--- src/rtl/apb_master_bridge_pkg.sv ---
// Shared types and defaults for the APB requester bridge.
// Imported by the bridge top and its slave decoder.
package apb_master_bridge_pkg;

  localparam int DEF_ADDR_W  = 16;
  localparam int DEF_DATA_W  = 16;
  localparam int DEF_PADDR_W = 5;
  localparam int DEF_NSLV    = 4;
  localparam int DEF_TIMEOUT = 255;

  typedef enum logic [1:0] {
    ST_IDLE   = 2'd0,
    ST_SETUP  = 2'd1,
    ST_ACCESS = 2'd2
  } apb_state_e;

  // A single slave still needs a one-bit select field.
  function automatic int sel_width(input int n);
    return (n > 1) ? $clog2(n) : 1;
  endfunction

endpackage

--- src/rtl/apb_master_bridge_decoder.sv ---
// Slave decode for the APB bridge: address -> slave index and
// decode error, latched index -> one-hot select and return-path mux.
module apb_slave_decoder
  import apb_master_bridge_pkg::*;
#(
  parameter int ADDR_W  = DEF_ADDR_W,
  parameter int DATA_W  = DEF_DATA_W,
  parameter int PADDR_W = DEF_PADDR_W,
  parameter int NSLV    = DEF_NSLV,
  parameter int SEL_W   = sel_width(DEF_NSLV)
) (
  input  logic [ADDR_W-PADDR_W-1:0] i_addr_hi,
  input  logic [SEL_W-1:0]          i_sel_idx,
  input  logic [NSLV*DATA_W-1:0]    i_prdata,
  input  logic [NSLV-1:0]           i_pready,
  input  logic [NSLV-1:0]           i_pslverr,
  output logic [SEL_W-1:0]          o_req_idx,
  output logic                      o_dec_err,
  output logic [NSLV-1:0]           o_sel,
  output logic [DATA_W-1:0]         o_prdata,
  output logic                      o_pready,
  output logic                      o_pslverr
);

  localparam int HI_W = ADDR_W - PADDR_W;

  logic w_hi_err;
  logic w_idx_err;

  assign o_req_idx = i_addr_hi[SEL_W-1:0];

  if (HI_W > SEL_W) begin : g_hi
    assign w_hi_err = |i_addr_hi[HI_W-1:SEL_W];
  end else begin : g_nohi
    assign w_hi_err = 1'b0;
  end

  assign w_idx_err =
    ({1'b0, o_req_idx} >= (SEL_W+1)'(NSLV));

  assign o_dec_err = w_hi_err | w_idx_err;

  always_comb begin
    o_sel     = '0;
    o_prdata  = '0;
    o_pready  = 1'b0;
    o_pslverr = 1'b0;
    for (int i = 0; i < NSLV; i++) begin
      if (i_sel_idx == SEL_W'(i)) begin
        o_sel[i]  = 1'b1;
        o_prdata  = i_prdata[i*DATA_W +: DATA_W];
        o_pready  = i_pready[i];
        o_pslverr = i_pslverr[i];
      end
    end
  end

endmodule

--- src/rtl/apb_master_bridge.sv ---
// APB requester: takes one single-beat core request, runs the
// SETUP/ACCESS sequence on the decoded slave, returns a response pulse.
module apb_master_bridge
  import apb_master_bridge_pkg::*;
#(
  parameter int ADDR_W  = DEF_ADDR_W,
  parameter int DATA_W  = DEF_DATA_W,
  parameter int PADDR_W = DEF_PADDR_W,
  parameter int NSLV    = DEF_NSLV,
  parameter int TIMEOUT = DEF_TIMEOUT
) (
  input  logic                   PCLK,
  input  logic                   PRESETn,
  input  logic                   req_valid,
  output logic                   req_ready,
  input  logic                   req_write,
  input  logic [ADDR_W-1:0]      req_addr,
  input  logic [DATA_W-1:0]      req_wdata,
  output logic                   rsp_valid,
  output logic [DATA_W-1:0]      rsp_rdata,
  output logic                   rsp_err,
  output logic [NSLV-1:0]        PSEL,
  output logic                   PENABLE,
  output logic                   PWRITE,
  output logic [PADDR_W-1:0]     PADDR,
  output logic [DATA_W-1:0]      PWDATA,
  input  logic [NSLV*DATA_W-1:0] PRDATA,
  input  logic [NSLV-1:0]        PREADY,
  input  logic [NSLV-1:0]        PSLVERR
);

  localparam int SEL_W = sel_width(NSLV);
  localparam int CNT_W =
    (TIMEOUT > 1) ? $clog2(TIMEOUT + 1) : 1;

  apb_state_e         r_state;
  logic [SEL_W-1:0]   r_idx;
  logic               r_pwrite;
  logic [PADDR_W-1:0] r_paddr;
  logic [DATA_W-1:0]  r_pwdata;
  logic [CNT_W-1:0]   r_cnt;
  logic               r_rsp_valid;
  logic               r_rsp_err;
  logic [DATA_W-1:0]  r_rsp_rdata;

  apb_state_e         w_state_nxt;
  logic [SEL_W-1:0]   w_idx_nxt;
  logic               w_pwrite_nxt;
  logic [PADDR_W-1:0] w_paddr_nxt;
  logic [DATA_W-1:0]  w_pwdata_nxt;
  logic [CNT_W-1:0]   w_cnt_nxt;
  logic [CNT_W-1:0]   w_cnt_inc;
  logic               w_rsp_valid_nxt;
  logic               w_rsp_err_nxt;
  logic [DATA_W-1:0]  w_rsp_rdata_nxt;
  logic               w_timeout;

  logic [SEL_W-1:0]   w_req_idx;
  logic               w_dec_err;
  logic [NSLV-1:0]    w_sel;
  logic [DATA_W-1:0]  w_prdata;
  logic               w_pready;
  logic               w_pslverr;

  apb_slave_decoder #(
    .ADDR_W  (ADDR_W),
    .DATA_W  (DATA_W),
    .PADDR_W (PADDR_W),
    .NSLV    (NSLV),
    .SEL_W   (SEL_W)
  ) u_dec (
    .i_addr_hi (req_addr[ADDR_W-1:PADDR_W]),
    .i_sel_idx (r_idx),
    .i_prdata  (PRDATA),
    .i_pready  (PREADY),
    .i_pslverr (PSLVERR),
    .o_req_idx (w_req_idx),
    .o_dec_err (w_dec_err),
    .o_sel     (w_sel),
    .o_prdata  (w_prdata),
    .o_pready  (w_pready),
    .o_pslverr (w_pslverr)
  );

  assign w_cnt_inc = r_cnt + CNT_W'(1);
  assign w_timeout = (TIMEOUT != 0) &&
                     (w_cnt_inc == CNT_W'(TIMEOUT));

  always_comb begin
    w_state_nxt     = r_state;
    w_idx_nxt       = r_idx;
    w_pwrite_nxt    = r_pwrite;
    w_paddr_nxt     = r_paddr;
    w_pwdata_nxt    = r_pwdata;
    w_cnt_nxt       = r_cnt;
    w_rsp_valid_nxt = 1'b0;
    w_rsp_err_nxt   = 1'b0;
    w_rsp_rdata_nxt = '0;
    unique case (r_state)
      ST_IDLE: begin
        if (req_valid) begin
          if (w_dec_err) begin
            w_rsp_valid_nxt = 1'b1;
            w_rsp_err_nxt   = 1'b1;
          end else begin
            w_state_nxt  = ST_SETUP;
            w_idx_nxt    = w_req_idx;
            w_pwrite_nxt = req_write;
            w_paddr_nxt  = req_addr[PADDR_W-1:0];
            w_pwdata_nxt = req_wdata;
            w_cnt_nxt    = '0;
          end
        end
      end
      ST_SETUP: begin
        w_state_nxt = ST_ACCESS;
      end
      ST_ACCESS: begin
        if (w_pready) begin
          w_state_nxt     = ST_IDLE;
          w_cnt_nxt       = '0;
          w_rsp_valid_nxt = 1'b1;
          w_rsp_err_nxt   = w_pslverr;
          if (!r_pwrite && !w_pslverr)
            w_rsp_rdata_nxt = w_prdata;
        end else if (w_timeout) begin
          w_state_nxt     = ST_IDLE;
          w_cnt_nxt       = '0;
          w_rsp_valid_nxt = 1'b1;
          w_rsp_err_nxt   = 1'b1;
        end else begin
          w_cnt_nxt = w_cnt_inc;
        end
      end
      default: begin
        w_state_nxt = ST_IDLE;
      end
    endcase
  end

  always_ff @(posedge PCLK) begin
    if (!PRESETn) begin
      r_state     <= ST_IDLE;
      r_idx       <= '0;
      r_pwrite    <= 1'b0;
      r_paddr     <= '0;
      r_pwdata    <= '0;
      r_cnt       <= '0;
      r_rsp_valid <= 1'b0;
      r_rsp_err   <= 1'b0;
      r_rsp_rdata <= '0;
    end else begin
      r_state     <= w_state_nxt;
      r_idx       <= w_idx_nxt;
      r_pwrite    <= w_pwrite_nxt;
      r_paddr     <= w_paddr_nxt;
      r_pwdata    <= w_pwdata_nxt;
      r_cnt       <= w_cnt_nxt;
      r_rsp_valid <= w_rsp_valid_nxt;
      r_rsp_err   <= w_rsp_err_nxt;
      r_rsp_rdata <= w_rsp_rdata_nxt;
    end
  end

  assign req_ready = (r_state == ST_IDLE);
  assign PSEL      = (r_state != ST_IDLE) ? w_sel : '0;
  assign PENABLE   = (r_state == ST_ACCESS);
  assign PWRITE    = r_pwrite;
  assign PADDR     = r_paddr;
  assign PWDATA    = r_pwdata;
  assign rsp_valid = r_rsp_valid;
  assign rsp_err   = r_rsp_err;
  assign rsp_rdata = r_rsp_rdata;

endmodule
--- config.mk ---
export PLATFORM = sky130hd
export DESIGN_NAME = apb_master_bridge
export DESIGN_NICKNAME = d
export VERILOG_FILES = /design/src/rtl/apb_master_bridge_pkg.sv /design/src/rtl/apb_master_bridge_decoder.sv /design/src/rtl/apb_master_bridge.sv
export SDC_FILE = /design/constraint.sdc
export NUM_CORES = 1
export LEC_CHECK = 0
export ABC_CLOCK_PERIOD_IN_PS = 1900
export BUFFER_PORTS_ARGS = -buffer_cell sky130_fd_sc_hd__clkbuf_2
export CORE_ASPECT_RATIO = 0.75
export CORE_MARGIN = 4
export CORE_UTILIZATION = 38
export CTS_CLUSTER_DIAMETER = 80
export DETAILED_ROUTE_END_ITERATION = 16
export GPL_TIMING_DRIVEN = 0
export PLACE_DENSITY = 0.76
export SETUP_SLACK_MARGIN = 0.02
export SYNTH_ARGS = -nofsm -noshare
export SYNTH_HDL_FRONTEND = slang
export SYNTH_SLANG_ARGS = --single-unit
export TNS_END_PERCENT = 100
--- constraint.sdc ---
create_clock -name PCLK -period 1.9 [get_ports PCLK]
set_clock_uncertainty 0.1 [all_clocks]
set_input_delay 0.285 -clock PCLK [delete_from_list [all_inputs] [get_ports PCLK]]
set_output_delay 0.285 -clock PCLK [all_outputs]
set_load 0.005 [all_outputs]
Word-level counts from Yosys, hierarchy flattened
Index checks and enable logic that the tools add are counted.
Word-level totals
  flip-flop bits (word level): 52
  bits in latches: 0
  RAM bits: 0
  bits in read-only memories: 0
  bits of input ports: 108
  word-level logic and storage cells: 66
  memories kept: 0
Cells by class
  add/sub/neg operators: 1
  multiply operators: 0
  div/mod/pow operators: 0
  magnitude comparators: 0
  equal/unequal tests: 9
  shifts and indexed selects: 0
  mux-type cells: 34
  bitwise logic cells: 1
  reduce and logical (&&, ||, !) cells: 12
Operators by type and width (number)
  $mux W16: 4
  $mux W8: 4
  $mux W1: 17
  $pmux W8 S2: 1
  $reduce_and A3 Y1: 3
  $reduce_or A9 Y1: 1
  $add A8 B1 Y8 const B: 1
  $eq A8 B8 Y1 const B: 1
  $mux W2: 4
  $eq A2 B2 Y1 const B: 3
  $pmux W2 S3: 1
  $eq A2 B1 Y1 const B: 2
  $logic_not A2 Y1: 2
  $mux W4: 1
  $ne A2 B2 Y1 const B: 2
  $pmux W1 S2: 2
  $reduce_and A4 Y1: 1
  $reduce_bool A2 Y1: 2
  $ne A3 B1 Y1 const B: 1
  $logic_not A1 Y1: 2
  $logic_and A1 B1 Y1: 1
  $not A1 Y1: 1

Logic depth before layout (Yosys ltp)
  word-level depth: 8
  depth in mapped cells: 8

Modules after synthesis
From an unflattened synthesis, not the netlist that was laid out.
Unflattened totals
  cells, all modules: 254
  area, all modules: 2487.4 um2
By module, submodules not included
  apb_master_bridge: instances 1, cells an instance 222, area each 1984.4 um2, seq. area each 1041.0 um2
  apb_slave_decoder: instances 1, cells an instance 32, area each 503.0 um2, seq. area each 0.0 um2

Least setup slack after synthesis
No wires, ideal clock.
  path type: register -> register
  start: register r_idx[0]
  end: register r_rsp_rdata[11], in the netlist rsp_rdata[11]
  setup time: 62 ps
  data arrival time: 1748 ps
  setup slack: -10 ps
  cell stages (with the launch flop): 7
  cells stage by stage: dfxtp_1 -> buf_6 -> mux4_2 -> nand2b_4 -> or4_4 -> buf_6 -> nor2b_2
Between the ends
  longest elaborated chain between the ends: 8
RTL lines
  from (decl): RTL line apb_master_bridge.sv:37  | logic [SEL_W-1:0] r_idx;
  from (signal assigned): RTL line apb_master_bridge.sv:154  | r_idx <= w_idx_nxt;
  $logic_not A2 Y1: RTL line apb_master_bridge_decoder.sv:49  | if (i_sel_idx == SEL_W'(i)) begin
  $mux W1 (4 in series): RTL line apb_master_bridge_decoder.sv:49
  $logic_not A1 Y1: RTL line apb_master_bridge.sv:124  | if (!r_pwrite && !w_pslverr)
  $logic_and A1 B1 Y1: RTL line apb_master_bridge.sv:124
  $reduce_and A4 Y1 (no source line)
  to (signal assigned): RTL line apb_master_bridge.sv:161  | r_rsp_rdata <= w_rsp_rdata_nxt;
  to (decl): RTL line apb_master_bridge.sv:44  | logic [DATA_W-1:0] r_rsp_rdata;
Parallel ways exist; a longest one is shown, timed or not.
A chain may end at the register's enable or synchronous reset.

Final worst setup path
  start: register r_cnt[3]
  end: register r_cnt[4]
Between the ends
  longest elaborated chain between the ends: 5
RTL lines
  from (decl): RTL line apb_master_bridge.sv:41  | logic [CNT_W-1:0] r_cnt;
  from (signal assigned): RTL line apb_master_bridge.sv:158  | r_cnt <= w_cnt_nxt;
  $add A8 B1 Y8 (*): RTL line apb_master_bridge.sv:85  | assign w_cnt_inc = r_cnt + CNT_W'(1);
  $eq A8 B8 Y1: RTL line apb_master_bridge.sv:87  | (w_cnt_inc == CNT_W'(TIMEOUT));
  $mux W8 (*): RTL line apb_master_bridge.sv:126  | end else if (w_timeout) begin
  $mux W8 (*): RTL line apb_master_bridge.sv:119  | if (w_pready) begin
  $pmux W8 S2 (*): RTL line apb_master_bridge.sv:99  | unique case (r_state)
Mark *: on every way between the ends. The rest lies on a longest branch, timed or not.

==> metrics.yaml <==
logic_synthesis:
  synth-seq-area-share_pct: 42.9
  synth-async-reset-ratio_pct: 0
  synth_edf_count: 0
  syn-instance-count: 255
  yosysUniqueCellTypes: 37
  synthFlopType: "dfxtp_1"
  yosysTopAreaCellShare_pct: 42.9
  yosysTopAreaCell: "dfxtp_1"
  syn_avg_cell_area_sq_um: 9.51
  yosysMostFrequentCell: "nand2_1"
  synth_fp_nets: 365
  ys_ff_latch: 52
  syn_area_sq_um: 2420
  yosysWarnings: 0
  yosys-top-cells-count: "56 x nand2_1, 52 x dfxtp_1, 30 x a21oi_1"
  synth_area_leaders: "dfxtp_1 43%, mux4_2 17%, nand2_1 8.7%"
hold_path:
  hold_path.class: "primary input to flop"
  min_from: "req_wdata[9]"
  min_to: "PWDATA[9]"
  min_delay_path_depth: 3
worst_setup_path:
  rr_startpoint: "r_cnt[3]"
  crit_path_max_fanout: 5
  slowest_delay_ns: 0.40
  path_class: "flop to flop"
  crit_family: "compound AO/OA/AOI/OAI gates"
  path_cells: "nand3_4 -> or3_4 -> a211oi_4 -> a311oi_2 -> buf_4 -> buf_6 -> a31oi_1 -> a21oi_1"
  r2r_slack_ns: -0.14
  worstSetupStartpointType: "flop"
  crit_buf_inv: 2
  r2r_cells: 8
  crit_slowest_cell: "dfxtp_2"
  endpoint_kind: "flop"
  rr_endpoint: "r_cnt[4]"
  cp.required_ns: 1.97
  cp.arrival_ns: 2.11
timing:
  hold_viol: 0
  period_share_pct: 107
  slew_viol_final: 0
  max-slew-margin-rel_pct: 59.2
  rsz0062_at_grt: "true"
  setup_viol: 23
  fin_ws_ns: -0.141
  fin_crit_ns: 2.04
  worstMarginPinSlew_ns: 0.611
  fmax_mhz: 490
finish:
  fin_cells: 504
  area_growth_pct: 51.2
  antennaDiodeCount: 0
  drive_gt1_share_pct: 55.2
  fin_util_pct: 61.1
  nets: 535
die:
  fp-row-count: 24
  io-pin-count: 154
  die_w_um: 100
  die_y_um: 77.2
  dieArea_sq_um: 7740
  core-area_sq_um: 6010
  start_util_pct: 40.4
clocking:
  numCtsBuffers: 5
  cts_max_level: 2
  cts_hold_buffers: 0
  clk_latency_ns: 0.30
  root_buffer: "clkbuf_8"
  path_clk_slew_ns: 0.10
  cts_sinks: 52
  cts_tree: "built"
  clk_path_buf_depth: 2
detailed_routing:
  drt_iter0_drc: 142
  drt-total-wl_um: 8020
  drc: 0
  viasPerCell: 5.03
  vias: 2535
  antenna_left: 0
  wl_per_cell_um: 15.9
  first_pass_iters: 4
job:
  cap_violations: 0
global_routing:
  antenna_found_initial: 0
  grt_first_pass_wirelength_um: 12500
  overflow: 0
  track_usage_pct: 20.1
  grt_max_degree: 18
  grt_pass1_vias: 2652
power:
  power_mw: 1.90
  p_leak_nw: 1.61
  ir_drop_mv: 0.314
  power_density_nw_per_um2: 519
placement:
  pre_cts_slack_ns: -0.352
  io_buffers: 153
  dp_hpwl_um: 6100
  dp.cells: 486
  finalWeightedCongestion: 0.839
status:
  violations: "negative setup slack"
  status: "finished with violations"
-- stage by stage --
stage	hold slack [ns]	setup TNS [ns]	cell area, sq um
finish	0.0887	-2.53	3670
global route	0.0732	-4.85	3670
CTS	0.0796	-1.67	3560
detailed placement	0.346	-9.21	3290
global placement	0.342	-5.97	3290
floorplan	0.314	-0.0343	2430
-- cells in the final DEF (no fill, tap or decap), types with 5 or more instances in the layout --
cell and count:
dfxtp_1 46, nand2_1 55, clkbuf_2 156, nand3_1 6
clkbuf_1 7, a21oi_1 28, nor2b_1 5, nor2_1 9
mux4_2 18, buf_4 9, nor2b_4 6, inv_1 6
clkbuf_8 5
-- repair_timing --
| item | 4_1_cts | 5_1_grt |
|---|---|---|
| cloned | 1 | 1 |
| pin swaps | 6 | 11 |
| endpoints found under the setup margin | 50 | 47 |
| gates resized for setup | 35 | 21 |
| buffers inserted | 9 | 1 |
-- cell type report --
type	instances	area (sq um)
tap	78	97.6
multi-input combinational	179	1420
sequential	52	1060
clock inverter	3	21.3
timing repair buffer	165	881
clock buffer	5	68.8
buffer	15	96.3
fill	548	2340
inverter	7	26.3
-- registers in the layout, summed over array words and instances, names as in the netlist --
signal and cells:
PWDATA 16, rsp_valid 1, r_cnt 8, r_state 2, rsp_rdata 16, r_idx 2, rsp_err 1, PADDR 5
PWRITE 1
-- how the worst max path moves through the flow --
stage | slack (ns) | start | to | cells past startpoint
finish | -0.14 | r_cnt[3] | r_cnt[4] | 8
global route | -0.21 | r_cnt[4] | r_cnt[4] | 8
CTS | -0.12 | r_idx[0] | rsp_rdata[14] | 6
detailed placement | -0.35 | req_addr[9] | PWDATA[5] | 9
global placement | -0.22 | req_addr[9] | PWDATA[5] | 9
floorplan | -0.003 | r_idx[0] | rsp_rdata[11] | 6
-- tightest hold or removal path, delay by kind of cell --
family,cells,cell delay [ns]
compound gates,1,0.05
simple gates,1,0.04
buf+inv,1,0.08
-- per-layer routing --
| metal | global-route usage (%) | routed length, um | vias to the layer above |
|---|---|---|---|
| met5 | 0 | 0 | - |
| met4 | 6.86 | 148 | 0 |
| met3 | 5.53 | 667 | 16 |
| met2 | 35.8 | 4090 | 113 |
| met1 | 23.1 | 3110 | 1181 |
| li1 | - | - | 1225 |
-- cell families after synthesis --
family / Yosys count / share of synthesized area [%]
mux: 19 / 17.1
compound gates: 44 / 10.1
buf+inv: 24 / 4.49
simple gates: 111 / 23.2
xor+xnor: 3 / 1.08
fa+ha+maj: 2 / 1.03
flops: 52 / 42.9
-- where the power goes --
part | switching (mW) | internal, mW | leakage (nW)
Clock | 0.374 | 0.262 | 0.0445
Sequential | 0.000708 | 1.09 | 0.423
Combinational | 0.0602 | 0.120 | 1.14
Total | 0.435 | 1.47 | 1.61
Power figures use the tool's default switching activity.
